--- src/rtl/multicycle_control.sv ---
// Moore control sequencer for the multicycle MIPS datapath. Outputs decode the current state with no added latency.
// Waits in FETCH/MEMRD/MEMWR until mem_ready; reset forces FETCH at once and masks every write enable.
module multicycle_control #(
    parameter int STATE_W = 4
) (
    input  logic               clock,
    input  logic               reset,
    input  logic [5:0]         opcode,
    input  logic               zero,
    input  logic               mem_ready,
    output logic               pc_write,
    output logic               pc_write_cond,
    output logic [1:0]         pc_source,
    output logic               i_or_d,
    output logic               mem_read,
    output logic               mem_write,
    output logic               ir_write,
    output logic               alu_src_a,
    output logic [1:0]         alu_src_b,
    output logic [1:0]         alu_op,
    output logic               reg_write,
    output logic               reg_dst,
    output logic               mem_to_reg,
    output logic               retire,
    output logic               illegal_op,
    output logic [STATE_W-1:0] state
);

    localparam logic [5:0] OP_R    = 6'b000000;
    localparam logic [5:0] OP_LW   = 6'b100011;
    localparam logic [5:0] OP_SW   = 6'b101011;
    localparam logic [5:0] OP_BEQ  = 6'b000100;
    localparam logic [5:0] OP_J    = 6'b000010;
    localparam logic [5:0] OP_ADDI = 6'b001000;

    typedef enum logic [3:0] {
        S_FETCH  = 4'd0,
        S_DECODE = 4'd1,
        S_MEMADR = 4'd2,
        S_MEMRD  = 4'd3,
        S_MEMWB  = 4'd4,
        S_MEMWR  = 4'd5,
        S_EXEC   = 4'd6,
        S_RWB    = 4'd7,
        S_BRANCH = 4'd8,
        S_JUMP   = 4'd9,
        S_ADDIEX = 4'd10,
        S_ADDIWB = 4'd11
    } state_t;

    state_t r_state;
    // LW/SW choice is captured in DECODE so later opcode changes cannot steer MEMADR.
    logic   r_is_sw;

    logic       w_pc_write, w_pc_write_cond, w_ir_write, w_reg_write, w_mem_write;
    logic       w_retire, w_illegal;
    logic       w_legal;
    logic       w_unused_zero;

    assign w_unused_zero = zero;
    assign w_legal = (opcode == OP_R)   || (opcode == OP_LW) || (opcode == OP_SW) ||
                     (opcode == OP_BEQ) || (opcode == OP_J)  || (opcode == OP_ADDI);

    always_ff @(posedge clock or posedge reset) begin
        if (reset) begin
            r_state <= S_FETCH;
            r_is_sw <= 1'b0;
        end else begin
            case (r_state)
                S_FETCH:  if (mem_ready) r_state <= S_DECODE;
                S_DECODE: begin
                    r_is_sw <= (opcode == OP_SW);
                    case (opcode)
                        OP_LW, OP_SW: r_state <= S_MEMADR;
                        OP_R:         r_state <= S_EXEC;
                        OP_BEQ:       r_state <= S_BRANCH;
                        OP_J:         r_state <= S_JUMP;
                        OP_ADDI:      r_state <= S_ADDIEX;
                        default:      r_state <= S_FETCH;
                    endcase
                end
                S_MEMADR: r_state <= r_is_sw ? S_MEMWR : S_MEMRD;
                S_MEMRD:  if (mem_ready) r_state <= S_MEMWB;
                S_MEMWR:  if (mem_ready) r_state <= S_FETCH;
                S_EXEC:   r_state <= S_RWB;
                S_ADDIEX: r_state <= S_ADDIWB;
                default:  r_state <= S_FETCH;
            endcase
        end
    end

    always_comb begin
        w_pc_write      = 1'b0;
        w_pc_write_cond = 1'b0;
        w_ir_write      = 1'b0;
        w_reg_write     = 1'b0;
        w_mem_write     = 1'b0;
        w_retire        = 1'b0;
        w_illegal       = 1'b0;
        pc_source       = 2'b00;
        i_or_d          = 1'b0;
        mem_read        = 1'b0;
        alu_src_a       = 1'b0;
        alu_src_b       = 2'b00;
        alu_op          = 2'b00;
        reg_dst         = 1'b0;
        mem_to_reg      = 1'b0;
        case (r_state)
            S_FETCH: begin
                mem_read   = 1'b1;
                alu_src_b  = 2'b01;
                w_ir_write = mem_ready;
                w_pc_write = mem_ready;
            end
            S_DECODE: begin
                alu_src_b = 2'b11;
                w_illegal = ~w_legal;
            end
            S_MEMADR, S_ADDIEX: begin
                alu_src_a = 1'b1;
                alu_src_b = 2'b10;
            end
            S_MEMRD: begin
                mem_read = 1'b1;
                i_or_d   = 1'b1;
            end
            S_MEMWB: begin
                w_reg_write = 1'b1;
                mem_to_reg  = 1'b1;
                w_retire    = 1'b1;
            end
            S_MEMWR: begin
                w_mem_write = 1'b1;
                i_or_d      = 1'b1;
                w_retire    = mem_ready;
            end
            S_EXEC: begin
                alu_src_a = 1'b1;
                alu_op    = 2'b10;
            end
            S_RWB: begin
                w_reg_write = 1'b1;
                reg_dst     = 1'b1;
                w_retire    = 1'b1;
            end
            S_ADDIWB: begin
                w_reg_write = 1'b1;
                w_retire    = 1'b1;
            end
            S_BRANCH: begin
                alu_src_a       = 1'b1;
                alu_op          = 2'b01;
                w_pc_write_cond = 1'b1;
                pc_source       = 2'b01;
                w_retire        = 1'b1;
            end
            S_JUMP: begin
                w_pc_write = 1'b1;
                pc_source  = 2'b10;
                w_retire   = 1'b1;
            end
            default: ;
        endcase
    end

    assign pc_write      = w_pc_write      & ~reset;
    assign pc_write_cond = w_pc_write_cond & ~reset;
    assign ir_write      = w_ir_write      & ~reset;
    assign reg_write     = w_reg_write     & ~reset;
    assign mem_write     = w_mem_write     & ~reset;
    assign retire        = w_retire        & ~reset;
    assign illegal_op    = w_illegal       & ~reset;
    assign state         = STATE_W'(r_state);

endmodule

--- config.mk ---
export PLATFORM = sky130hd
export DESIGN_NAME = multicycle_control
export DESIGN_NICKNAME = d
export VERILOG_FILES = /design/src/rtl/multicycle_control.sv
export SDC_FILE = /design/constraint.sdc
export NUM_CORES = 1
export LEC_CHECK = 0
export CAP_MARGIN = 20
export CORE_ASPECT_RATIO = 1.25
export CORE_UTILIZATION = 34
export DETAILED_ROUTE_END_ITERATION = 8
export PLACE_DENSITY = 0.74
export SKIP_CTS_REPAIR_TIMING = 1
export SLEW_MARGIN = 10
export SYNTH_ARGS = -nofsm -noshare
export SYNTH_HDL_FRONTEND = slang
export SYNTH_SLANG_ARGS = --single-unit
export TNS_END_PERCENT = 30
--- constraint.sdc ---
create_clock -name clock -period 1.2 [get_ports clock]
set_input_delay 0.12 -clock clock [delete_from_list [all_inputs] [get_ports clock]]
set_output_delay 0.12 -clock clock [all_outputs]
set_load 0.05 [all_outputs]
==> insert_results.sql, run 1 <==
INSERT INTO impl_metrics (metric_group, metric, value, unit) VALUES
('synthesis', 'synth_xor_area_frac', '0.0439', ''),
('die', 'io_pins', '32', ''),
('synthesis', 'mappedNetlistArea', '598', 'sq um'),
('synthesis', 'yosys.cell_types.count', '30', ''),
('die', 'floorplan.initialDensity', '0.373', ''),
('synthesis', 'yosysWarnings', '0', ''),
('synthesis', 'synth_simple_gate_area_frac', '0.404', ''),
('synthesis', 'synthesis.nets', '96', ''),
('status', 'stop_error', '[ERROR DPL-0033] detailed placement checks failed during check placement.', ''),
('placement', 'finalWeightedCongestion', '0.948', ''),
('synthesis', 'synth-adder-area-share', '0', ''),
('synthesis', 'postSynthRegisterBits', '5', ''),
('synthesis', 'synth_top_family_by_area', 'simple AND/OR/NAND/NOR gates', ''),
('status', 'failed_stage', 'detailed placement (3_5_place_dp)', ''),
('status', 'status', 'aborted with a tool error', ''),
('synthesis', 'number_of_standard_cells_after_synthesis', '86', ''),
('placement', 'dp.final_hpwl', '3530', 'um'),
('placement', 'place.port_buffers', '30', ''),
('synthesis', 'synth-compound-area-share', '0.232', ''),
('die', 'height_of_the_die', '48.9', 'um'),
('synthesis', 'synth.mux.area_fraction', '0.0167', ''),
('die', 'row_count', '16', ''),
('die', 'die_w', '39.5', 'um'),
('synthesis', 'syn_area_per_cell', '6.95', 'sq um'),
('synthesis', 'synth_sequential_area_ratio', '0.209', '');
per-stage QoR:
stage	setup slack, ns	area (sq um)	cells	hold slack [ns]	setup TNS [ns]
3_3_place_gp	-0.522	1600	169	0.525	-4.35
2_1_floorplan	-0.463	788	86	-0.0883	-7.55
cell usage after synthesis:
master                     instances  area [sq um]
sky130_fd_sc_hd__nor3_2            2          20.0
sky130_fd_sc_hd__o2111a_1          1          11.3
sky130_fd_sc_hd__o22a_1            1          8.76
sky130_fd_sc_hd__and3_1            4          25.0
sky130_fd_sc_hd__or4b_4            1          13.8
sky130_fd_sc_hd__o211ai_1          1          7.51
sky130_fd_sc_hd__or3b_2            1          8.76
sky130_fd_sc_hd__nand3_1           1          5.00
sky130_fd_sc_hd__o22ai_1           1          6.26
sky130_fd_sc_hd__o32ai_1           2          17.5
sky130_fd_sc_hd__o221ai_1          1          8.76
sky130_fd_sc_hd__nor4_1            2          12.5
sky130_fd_sc_hd__dfrtp_1           5           125
sky130_fd_sc_hd__and2_1            1          6.26
sky130_fd_sc_hd__a32o_1            1          10.0
sky130_fd_sc_hd__buf_2             3          15.0
sky130_fd_sc_hd__nand2_1           8          30.0
sky130_fd_sc_hd__or4_4             1          11.3
sky130_fd_sc_hd__o21ai_0           5          25.0
sky130_fd_sc_hd__buf_1             2          7.51
sky130_fd_sc_hd__buf_6             1          11.3
sky130_fd_sc_hd__mux2i_1           1          10.0
sky130_fd_sc_hd__nand2b_1          3          18.8
sky130_fd_sc_hd__xor2_1            3          26.3
sky130_fd_sc_hd__inv_1             5          18.8
sky130_fd_sc_hd__a32oi_1           1          8.76
sky130_fd_sc_hd__nor2_1            8          30.0
sky130_fd_sc_hd__a21oi_1           7          35.0
sky130_fd_sc_hd__clkbuf_1          1          3.75
sky130_fd_sc_hd__nor3_1           12          60.1
cells by family after synthesis:
group	after synthesis
XOR/XNOR	3
multiplexers	1
AO/OA/AOI/OAI	21
AND/OR/NAND/NOR	44
buffers and inverters	12
flip-flops	5
==> inputs of run 2 (changes only) <==
- CORE_AREA: default -> 2 2 63 65
- CORE_ASPECT_RATIO: 1.25 -> default
- CORE_UTILIZATION: 34 -> default
- DIE_AREA: default -> 0 0 65 67
- PLACE_DENSITY: 0.74 -> default
- PLACE_DENSITY_LB_ADDON: default -> 0.15
- clock period: 1.2 -> 1.6 ns (I/O delays scaled with it)
==> run 2 against run 1 <==
  * The flow now finishes, with violations (setup timing)
  * Synthesized area stayed put
  * Synthesized cell count stayed put
==> insert_results.sql, run 2 <==
INSERT INTO impl_metrics (metric_group, metric, value, unit) VALUES
('sta', 'maxClockFrequency', '0.566', 'GHz'),
('critical_path', 'buffers_plus_inverters_on_the_worst_setup_path', '1', ''),
('synthesis', 'synthDominantCellAreaShare', '0.209', ''),
('min_path', 'min-delay-path-class', 'primary input to flip-flop', ''),
('clock_tree', 'cts_root_buf', 'sky130_fd_sc_hd__clkbuf_8', ''),
('status', 'violations', 'setup timing', ''),
('sta', 'hold_ws', '0.369', 'ns'),
('synthesis', 'syn_area_per_cell', '6.95', 'sq um'),
('grt', 'grt_first_pass_wirelength', '3890', 'um'),
('critical_path', 'timing.reg2reg.setup_slack', '0.10', 'ns'),
('status', 'status', 'finished with violations', ''),
('synthesis', 'synth_sequential_area_ratio', '0.209', ''),
('cells_and_area', 'fillerInstances', '340', ''),
('synthesis', 'synth_flop_cell', 'sky130_fd_sc_hd__dfrtp_1', ''),
('synthesis', 'synthesis.nets', '96', ''),
('power', 'total_leakage_power', '0.669', 'nW'),
('synthesis', 'mappedNetlistArea', '598', 'sq um'),
('grt', 'overflow', '0', ''),
('grt', 'maximum_number_of_pins_on_one_net_before_global_route_repair', '18', ''),
('routing', 'routed.top_layer', 'met4', ''),
('sta', 'worst-slew-pin-transition', '0.273', 'ns'),
('cells_and_area', 'synthToLayoutAreaGrowth', '172', '%'),
('synthesis', 'synth-edff-count', '0', ''),
('critical_path', 'worstReg2RegStart', 'state[2]', ''),
('critical_path', 'worstSetupStartpointType', 'flip-flop', ''),
('critical_path', 'cp_data_arrival_time', '1.61', 'ns'),
('sta', 'final_hold_viol_count', '0', ''),
('clock_tree', 'cts_tree', 'done', ''),
('placement', 'finalWeightedCongestion', '0.857', ''),
('sta', 'slew_violations', '0', ''),
('critical_path', 'worst_ep_required_time', '1.44', 'ns'),
('die', 'fp.dieArea', '0.00436', 'sq mm'),
('cells_and_area', 'drive_above_1_share', '0.607', ''),
('critical_path', 'critPathLaunch', 'state[2]', ''),
('critical_path', 'crit_path_top_delay_cell', 'sky130_fd_sc_hd__or4b_4', ''),
('clock_tree', 'cts.sinks', '5', ''),
('placement', 'post_placement_setup_slack', '-0.221', 'ns'),
('clock_tree', 'clkTransAtPathRegs', '0.04', 'ns'),
('synthesis', 'synth_top_cells_by_count', 'sky130_fd_sc_hd__nor3_1, sky130_fd_sc_hd__nand2_1, sky130_fd_sc_hd__nor2_1, sky130_fd_sc_hd__a21oi_1', ''),
('die', 'area_inside_the_core_boundary', '0.00361', 'sq mm'),
('grt', 'grt_antenna_before_repair', '0', ''),
('sta', 'min_period', '1.77', 'ns'),
('synthesis', 'postSynthRegisterBits', '5', ''),
('synthesis', 'number_of_standard_cells_after_synthesis', '86', ''),
('routing', 'route.vias.total', '847', ''),
('sta', 'setup_skew_after_layout', '0.00381', 'ns'),
('sta', 'grt_setup_unrepaired', 'yes', ''),
('critical_path', 'worst_path_largest_cell_delay', '0.55', 'ns'),
('sta', 'setup_violations', '7', ''),
('flow_run', 'maxCapViolations', '0', ''),
('critical_path', 'timing.critical_path.to', 'illegal_op', ''),
('critical_path', 'cp_cell_sequence', 'or4b_4 -> nor2_4 -> and3_4 -> buf_12', ''),
('die', 'floorplan.initialDensity', '0.166', ''),
('routing', 'route.detailed.drc', '0', ''),
('placement', 'dp.final_hpwl', '1850', 'um'),
('synthesis', 'yosysTopAreaCell', 'sky130_fd_sc_hd__dfrtp_1', ''),
('grt', 'grt_overall_usage', '0.115', ''),
('synthesis', 'yosysWarnings', '0', ''),
('routing', 'first_iter_violations', '16', ''),
('cells_and_area', 'layout.core_utilization', '0.450', ''),
('power', 'power.ir.vdd_worst', '0.587', 'mV'),
('routing', 'viasPerCell', '4.51', ''),
('critical_path', 'cp_top_family', 'simple AND/OR/NAND/NOR gates', ''),
('die', 'io_pins', '32', ''),
('cells_and_area', 'final_nets', '151', ''),
('critical_path', 'worstRegToRegCells', '5', ''),
('routing', 'wl_met3', '112', 'um'),
('grt', 'first_global_vias', '806', ''),
('power', 'power_per_cell_area', '1580', 'mW/mm^2'),
('cells_and_area', 'most-common-layout-cells', 'sky130_fd_sc_hd__buf_12, sky130_fd_sc_hd__buf_4, sky130_fd_sc_hd__nor3_4', ''),
('clock_tree', 'clk-insertion-delay-late', '0.22', 'ns'),
('routing', 'routed-wl-met2', '1240', 'um'),
('cells_and_area', 'largest_register_ffs', '4', ''),
('sta', 'maxSlewHeadroom', '0.817', ''),
('routing', 'route.layer.met1.wl', '1070', 'um'),
('die', 'die_w', '65', 'um'),
('synthesis', 'yosys.cell_types.count', '30', ''),
('routing', 'detail_route.wirelength', '2440', 'um'),
('routing', 'wl_per_cell', '13.0', 'um'),
('die', 'height_of_the_die', '67', 'um'),
('synthesis', 'synth-async-reset-ratio', '1.00', ''),
('die', 'row_count', '22', ''),
('critical_path', 'worstPathMaxFanout', '2', ''),
('clock_tree', 'cts.htree.levels', '1', ''),
('synthesis', 'synth_top_cells_by_area', 'sky130_fd_sc_hd__dfrtp_1, sky130_fd_sc_hd__nor3_1, sky130_fd_sc_hd__a21oi_1', ''),
('sta', 'min_period_over_period', '1.10', ''),
('routing', 'number_of_nets_with_antenna_violations_after_detailed_routing', '0', ''),
('clock_tree', 'ctsLongestPathBuffers', '2', ''),
('critical_path', 'stages_on_the_worst_setup_path', '4', ''),
('sta', 'setup_ws', '-0.167', 'ns'),
('routing', 'drt_pass1_iterations', '4', ''),
('power', 'total_power', '2.56', 'mW'),
('synthesis', 'most_common_cell_in_the_synthesized_netlist', 'sky130_fd_sc_hd__nor3_1', ''),
('placement', 'place.port_buffers', '30', ''),
('clock_tree', 'tritoncts.num_buffers', '3', ''),
('sta', 'fin_setup_tns', '-0.375', 'ns'),
('cells_and_area', 'antenna_cells', '0', ''),
('critical_path', 'worst-setup-path-type', 'flip-flop to output pin', ''),
('critical_path', 'ff_to_ff_end', 'state[1]', ''),
('critical_path', 'end_kind', 'output pin', '');
## run 2: cell families (layout without fill, tap and decap cells)
group,count (synthesis),count (layout),share of synthesized area
AOI/OAI and AO/OA,21,21,0.232
xor gates and xnor gates,3,3,0.0439
buffers and inverters,12,66,0.0941
DFF,5,5,0.209
muxes,1,1,0.0167
and+or+nand+nor,44,44,0.404
## run 2: worst min-delay path by stage
stage | startpoint | endpoint | slack [ns] | depth (start not counted)
2_1_floorplan | reset | r_is_sw | -0.05 | 1
3_3_place_gp | r_is_sw | r_is_sw | 0.53 | 1
3_5_place_dp | r_is_sw | r_is_sw | 0.52 | 1
4_1_cts | reset | state[0] | 0.48 | 4
5_1_grt | opcode[4] | state[1] | 0.42 | 5
6_report | opcode[4] | state[1] | 0.37 | 5
## run 2: worst reg2reg max path, stage by stage, from the launching register on
cell                      delay, ns
sky130_fd_sc_hd__dfrtp_2       0.41
sky130_fd_sc_hd__or4b_4        0.55
sky130_fd_sc_hd__buf_4         0.17
sky130_fd_sc_hd__nor3_2        0.12
sky130_fd_sc_hd__o21ai_0       0.11
sky130_fd_sc_hd__nand2_1       0.07
## run 2: power by group
part           internal, mW  switching, mW  total [mW]
sequential            0.163         0.0433       0.206
clock                 0.171         0.0630       0.234
combinational         0.981           1.14        2.12
total                  1.31           1.25        2.56
## run 2: layer usage
layer  GRT usage  vias to the layer above
li1            -                      421
met1       0.141                      397
met2       0.197                       25
met3      0.0253                        4
met4      0.0399                        0
met5           0                        -
## run 2: through the flow
| stage | instances | instance area (sq um) |
|---|---|---|
| CTS | 181 | 1510 |
| global placement | 177 | 1460 |
| detailed placement | 177 | 1460 |
| finish | 188 | 1620 |
| floorplan | 86 | 788 |
| global route | 188 | 1620 |
## run 2: final cells by class
cell class              count  area, sq um  area share
inverters                   5         18.8      0.0116
flip-flops and latches      5          130      0.0801
well taps                  48         60.1      0.0370
clock buffers               4         45.0      0.0277
multi-input cells          69          608       0.374
repair buffers             57          762       0.469
(Power assumes the default switching activity.)
